==> src/rtl/axil_ram_slave.sv <==
// AXI4-Lite slave backed by a NUM_WORDS x 32-bit word array, independent read/write FSMs.
// Define AXIL_RAM_SLAVE_DECERR_EN to answer out-of-window accesses with DECERR instead of aliasing.
//
// Flattened channel layout (MSB first):
//   axil_mosi = {awid[7:0], awaddr[31:0], awprot[2:0], awvalid, wdata[31:0], wstrb[3:0], wvalid,
//                bready, arid[7:0], araddr[31:0], arprot[2:0], arvalid, rready}            (127 b)
//   axil_miso = {awready, wready, bid[7:0], bresp[1:0], bvalid, arready, rid[7:0], rdata[31:0],
//                rresp[1:0], rvalid}                                                      (57 b)
//
// state    | meaning
// W_ACCEPT | collecting AW and W (either order or together); commit when both are present
// W_RESP   | write committed, bvalid held until bready
// R_ACCEPT | arready high, waiting for an AR handshake
// R_DATA   | read data sampled, rvalid held until rready
module axil_ram_slave #(
    parameter int          NUM_WORDS = 16,
    parameter logic [31:0] BASE_ADDR = 32'h0000_0000,
    parameter logic [31:0] RESET_VAL = '0
) (
    input  logic         aclk,
    input  logic         arst,
    input  logic [126:0] axil_mosi,
    output logic [56:0]  axil_miso
);

    localparam int          IDX_W      = $clog2(NUM_WORDS);
    localparam logic [31:0] WINDOW     = 32'(NUM_WORDS * 4);
    localparam logic [1:0]  AXI_OKAY   = 2'b00;
    localparam logic [1:0]  AXI_DECERR = 2'b11;

    localparam logic [0:0] W_ACCEPT = 1'b0;
    localparam logic [0:0] W_RESP   = 1'b1;
    localparam logic [0:0] R_ACCEPT = 1'b0;
    localparam logic [0:0] R_DATA   = 1'b1;

    logic [7:0]  awid;
    logic [31:0] awaddr;
    logic [2:0]  awprot;
    logic        awvalid;
    logic [31:0] wdata;
    logic [3:0]  wstrb;
    logic        wvalid;
    logic        bready;
    logic [7:0]  arid;
    logic [31:0] araddr;
    logic [2:0]  arprot;
    logic        arvalid;
    logic        rready;

    assign {awid, awaddr, awprot, awvalid, wdata, wstrb, wvalid, bready,
            arid, araddr, arprot, arvalid, rready} = axil_mosi;

    logic        awready;
    logic        wready;
    logic [7:0]  bid;
    logic [1:0]  bresp;
    logic        bvalid;
    logic        arready;
    logic [7:0]  rid;
    logic [31:0] rdata;
    logic [1:0]  rresp;
    logic        rvalid;

    assign axil_miso = {awready, wready, bid, bresp, bvalid,
                        arready, rid, rdata, rresp, rvalid};

    logic [31:0] mem [NUM_WORDS];

    logic [31:0]      aw_off;
    logic [31:0]      ar_off;
    logic [IDX_W-1:0] aw_idx;
    logic [IDX_W-1:0] ar_idx;
    logic             aw_in_range;
    logic             ar_in_range;

    assign aw_off = awaddr - BASE_ADDR;
    assign ar_off = araddr - BASE_ADDR;
    assign aw_idx = aw_off[2 +: IDX_W];
    assign ar_idx = ar_off[2 +: IDX_W];

`ifdef AXIL_RAM_SLAVE_DECERR_EN
    assign aw_in_range = (aw_off < WINDOW);
    assign ar_in_range = (ar_off < WINDOW);
`else
    // Aliasing mode: only the index bits matter, every address is treated as in-window.
    assign aw_in_range = 1'b1;
    assign ar_in_range = 1'b1;
`endif

    logic unused_bits;
    assign unused_bits = ^{awprot, arprot, aw_off, ar_off};

    // ---------------- write channel ----------------
    logic [0:0]       w_state;
    logic             aw_held;
    logic             w_held;
    logic [IDX_W-1:0] aw_idx_q;
    logic             aw_in_q;
    logic [7:0]       awid_q;
    logic [31:0]      wdata_q;
    logic [3:0]       wstrb_q;

    logic             aw_hs;
    logic             w_hs;
    logic             aw_have;
    logic             w_have;
    logic             commit;
    logic [IDX_W-1:0] cm_idx;
    logic             cm_in_range;
    logic [7:0]       cm_id;
    logic [31:0]      cm_data;
    logic [3:0]       cm_strb;
    logic             cm_write;

    assign aw_hs   = awvalid & awready;
    assign w_hs    = wvalid & wready;
    assign aw_have = aw_held | aw_hs;
    assign w_have  = w_held | w_hs;
    assign commit  = (w_state == W_ACCEPT) & aw_have & w_have;

    // The half that arrives on the commit edge is used straight from the bus, the other from its capture.
    assign cm_idx      = aw_held ? aw_idx_q : aw_idx;
    assign cm_in_range = aw_held ? aw_in_q  : aw_in_range;
    assign cm_id       = aw_held ? awid_q   : awid;
    assign cm_data     = w_held  ? wdata_q  : wdata;
    assign cm_strb     = w_held  ? wstrb_q  : wstrb;
    assign cm_write    = commit & cm_in_range;

    always_ff @(posedge aclk) begin
        if (arst) begin
            w_state  <= W_ACCEPT;
            awready  <= 1'b0;
            wready   <= 1'b0;
            aw_held  <= 1'b0;
            w_held   <= 1'b0;
            aw_idx_q <= '0;
            aw_in_q  <= 1'b0;
            awid_q   <= '0;
            wdata_q  <= '0;
            wstrb_q  <= '0;
            bvalid   <= 1'b0;
            bid      <= '0;
            bresp    <= AXI_OKAY;
        end else begin
            case (w_state)
                W_ACCEPT: begin
                    if (aw_hs) begin
                        aw_held  <= 1'b1;
                        aw_idx_q <= aw_idx;
                        aw_in_q  <= aw_in_range;
                        awid_q   <= awid;
                    end
                    if (w_hs) begin
                        w_held  <= 1'b1;
                        wdata_q <= wdata;
                        wstrb_q <= wstrb;
                    end
                    if (commit) begin
                        aw_held <= 1'b0;
                        w_held  <= 1'b0;
                        awready <= 1'b0;
                        wready  <= 1'b0;
                        bvalid  <= 1'b1;
                        bid     <= cm_id;
                        bresp   <= cm_in_range ? AXI_OKAY : AXI_DECERR;
                        w_state <= W_RESP;
                    end else begin
                        awready <= ~aw_have;
                        wready  <= ~w_have;
                    end
                end
                W_RESP: begin
                    if (bready) begin
                        bvalid  <= 1'b0;
                        awready <= 1'b1;
                        wready  <= 1'b1;
                        w_state <= W_ACCEPT;
                    end
                end
                default: w_state <= W_ACCEPT;
            endcase
        end
    end

    always_ff @(posedge aclk) begin
        if (arst) begin
            for (int i = 0; i < NUM_WORDS; i++) begin
                mem[i] <= RESET_VAL;
            end
        end else if (cm_write) begin
            for (int b = 0; b < 4; b++) begin
                if (cm_strb[b]) begin
                    mem[cm_idx][8*b +: 8] <= cm_data[8*b +: 8];
                end
            end
        end
    end

    // ---------------- read channel ----------------
    logic [0:0] r_state;

    // mem is sampled before any same-edge commit lands, so a colliding read sees the old word.
    always_ff @(posedge aclk) begin
        if (arst) begin
            r_state <= R_ACCEPT;
            arready <= 1'b0;
            rvalid  <= 1'b0;
            rid     <= '0;
            rdata   <= '0;
            rresp   <= AXI_OKAY;
        end else begin
            case (r_state)
                R_ACCEPT: begin
                    if (arvalid & arready) begin
                        arready <= 1'b0;
                        rvalid  <= 1'b1;
                        rid     <= arid;
                        rdata   <= ar_in_range ? mem[ar_idx] : '0;
                        rresp   <= ar_in_range ? AXI_OKAY : AXI_DECERR;
                        r_state <= R_DATA;
                    end else begin
                        arready <= 1'b1;
                    end
                end
                R_DATA: begin
                    if (rready) begin
                        rvalid  <= 1'b0;
                        arready <= 1'b1;
                        r_state <= R_ACCEPT;
                    end
                end
                default: r_state <= R_ACCEPT;
            endcase
        end
    end

endmodule

==> config.mk <==
export PLATFORM = sky130hd
export DESIGN_NAME = axil_ram_slave
export DESIGN_NICKNAME = d
export VERILOG_FILES = /design/src/rtl/axil_ram_slave.sv
export SDC_FILE = /design/constraint.sdc
export NUM_CORES = 1
export LEC_CHECK = 0
export CAP_MARGIN = 20
export CORE_MARGIN = 2
export CORE_UTILIZATION = 50
export CTS_CLUSTER_DIAMETER = 200
export DETAILED_ROUTE_END_ITERATION = 16
export DONT_BUFFER_PORTS = 1
export GPL_TIMING_DRIVEN = 0
export PLACE_DENSITY = 0.73
export SLEW_MARGIN = 20
export SYNTH_ARGS = -nofsm -noshare
export SYNTH_HDL_FRONTEND = slang
export SYNTH_SLANG_ARGS = --single-unit
==> constraint.sdc <==
create_clock -name aclk -period 4.75 [get_ports aclk]
set_input_delay 0.95 -clock aclk [delete_from_list [all_inputs] [get_ports aclk]]
set_output_delay 0.95 -clock aclk [all_outputs]
set_load 0.05 [all_outputs]
==> flow_summary.yaml <==
timing:
  fin_crit_sh_pct: 80.9
  skew_ns: 0.0165
  slew_viol_final: 0
  rsz0062_at_grt: "no"
  timing.final.crit_period_ns: 3.84
  slew_headroom_pct: 19.5
  setup_viol_count_final: 0
  max_freq_mhz: 260
  tightest_slew_ns: 1.21
  finalHoldViolCount: 0
  hold_ws_ns: 0.415
  setup-tns-final_ns: 0
power_and_ir_drop:
  powerDensity_nw_per_um2: 399
  irDropWorstVdd_uv: 289
  leakage_nw: 9.55
  combPwrFrac_pct: 7.9
  p_sw_mw: 2.80
  clkPwrFrac_pct: 38.8
  internal-power_mw: 8.86
  power_switching_share_pct: 24.0
  p_seq_share_pct: 53.3
setup_path:
  crit_arrival_ns: 4.09
  critical_path_class: "in -> reg"
  cp_slowest_cell: "nor3_1"
  path_max_fanout: 10
  timing.critical_path.buf_inv: 2
  required_ns: 5.00
  path_delay_family: "simple AND/OR/NAND/NOR gates"
  cpMostUsedCell: "clkbuf_1"
  max_stage_delay_ns: 1.01
  start_kind: "primary input"
  cp-end-kind: "register"
  cp_cell_sequence: "clkbuf_1 > nor3_1 > nand2_1 > clkbuf_1 > o21bai_1"
clock_tree:
  cts_buffer_depth: 3
  cts-root-buf: "clkbuf_16"
  cts_hold_buffers: 0
  worstSkewPairLatency_ns: 0.64
  cts_buffers: 59
  clk_pin_slew_ns: 0.06
  ctsResizeCount: 0
  clkSinkCount: 619
  cts_max_level: 2
  cts_tree: "built"
  post-cts-setup-buffers: 0
yosys:
  ys_warn_count: 0
  avgSynthCellArea_um2: 13.5
  seq_area_frac_synth_pct: 66.0
  yosysUniqueCellTypes: 29
  synth_flop_cell: "edfxtp_1"
  synth_area_um2: 26600
  synth_edf_count: 512
  synth_cells: 1972
  synthArstFlopShare_pct: 0
  synth_seq_cells: 619
global_routing:
  grt_pass1_wl_um: 114000
  grt_start_max_net_pins: 15
  grt_pass1_vias: 17500
  antenna_found_initial: 1
  overflow: 0
  grt_usage_pct: 28.8
floorplan:
  fp.dieH_um: 234
  core_um2: 52600
  die_area_um2: 55000
  initial_core_util_pct: 50.5
  num_rows: 84
  die_w_um: 234
  io_pins: 186
finish:
  n_fill_cell: 4220
  area_growth_pct: 10.1
  mostFrequentLayoutCell: "nor2_1"
  drive_above_1_share_pct: 13.4
  layout_common_cells: "530 x nor2_1, 512 x edfxtp_1, 147 x clkbuf_1"
  n_antenna_cell: 0
  seq_area_um2: 17500
  multi_input_area_um2: 8280
  final_core_util_pct: 55.6
  nNetsFinal: 2163
placed_design:
  gp_congestion: 0.961
  hpwl_um: 55400
  numPortBuffers: 0
routing:
  routedWlPerCell_um: 28.2
  first_pass_iters: 6
  drt.antenna.violating_nets: 0
  wirelength_um: 78000
  vias: 17700
  vias_per_cell: 6.40
  drc: 0
  drt-initial-drc-count: 2618
run:
  max_cap_viol_count: 0
outcome:
  status: "finished clean"
min_path:
  hold_path_class: "in -> reg"
==> area by class of cell <==
class,count,area share [%]
Clock buffer,83,5.73
Buffer,181,2.52
Inverter,8,0.103
Clock inverter,24,0.475
Tap cell,688,2.94
Sequential cell,619,59.9
Multi-Input combinational cell,1165,28.3
==> metrics by stage <==
| stage | cells | worst slack (ns) | instance area, um^2 | total power, mW |
|---|---|---|---|---|
| floorplan | 1973 | 1.72 | 26600 | 6.90 |
| global placement | 2661 | 0.473 | 27400 | 7.20 |
| detailed placement | 2661 | 0.410 | 27400 | 7.23 |
| CTS | 2768 | 1.04 | 29200 | 11.6 |
| global route | 2768 | 0.823 | 29200 | 11.9 |
| finish | 2768 | 0.907 | 29200 | 11.7 |
==> logic make-up after synthesis <==
| kind of cell | synth area share [%] |
|---|---|
| AO/OA/AOI/OAI | 4.68 |
| buffers and inverters | 2.88 |
| flip-flops | 66.0 |
| multiplexers | 15.1 |
| other | 0.0141 |
| AND/OR/NAND/NOR | 11.3 |
==> worst paths after layout <==
check               startpoint          to  slack, ns  cells past startpoint
setup / recovery          arst  mem[0][30]       0.91                      5
hold / removal    axil_mosi[0]      rvalid       0.42                      1
setup reg to reg       aw_held  mem[0][30]       0.93                      6
hold reg to reg     wdata_q[0]  wdata_q[0]       0.45                      2
==> Yosys cell counts, types with 21 or more instances <==
cell / count / share of area, %
clkbuf_1: 136 / 1.9
mux2_2: 32 / 1.4
nand2_1: 136 / 1.9
nor2_1: 530 / 7.5
o221ai_1: 32 / 1.1
nand3b_1: 35 / 0.99
nand3_1: 32 / 0.60
mux2i_1: 77 / 2.9
mux4_2: 128 / 11
buf_2: 21 / 0.40
edfxtp_1: 512 / 58
dfxtp_1: 107 / 8.1
o21bai_1: 64 / 1.8
a21oi_1: 61 / 1.1
==> sequential cells by signal, indices dropped and copies added (netlist names) <==
register and flops:
aw_held 1, wstrb_q 4, awid_q 8, bvalid 1, aw_idx_q 4, w_state 1
r_state 1, wready 1, w_held 1, arready 1, rdata 32, aw_in_q 1
bresp 1, mem 512, rid 8, bid 8, wdata_q 32, awready 1
rvalid 1
==> layer usage <==
layer  vias to the layer above  global-route usage, %  share of wire [%]
met5                         -                      0              0.017
met4                         2                   13.8                5.4
met3                       289                   8.38                 13
met2                      1369                   45.0                 46
met1                      8751                   37.3                 36
li1                       7312                      -                  -
==> power groups by stage <==
stage	sequential, mW	clock [mW]	combinational [mW]
after floorplan	6.29	0	0.609
after global placement	6.32	0	0.881
after detailed placement	6.33	0	0.898
after CTS	6.22	4.51	0.903
after global routing	6.24	4.70	0.963
final	6.22	4.52	0.923
No activity file was read; power rests on OpenSTA's default activity.
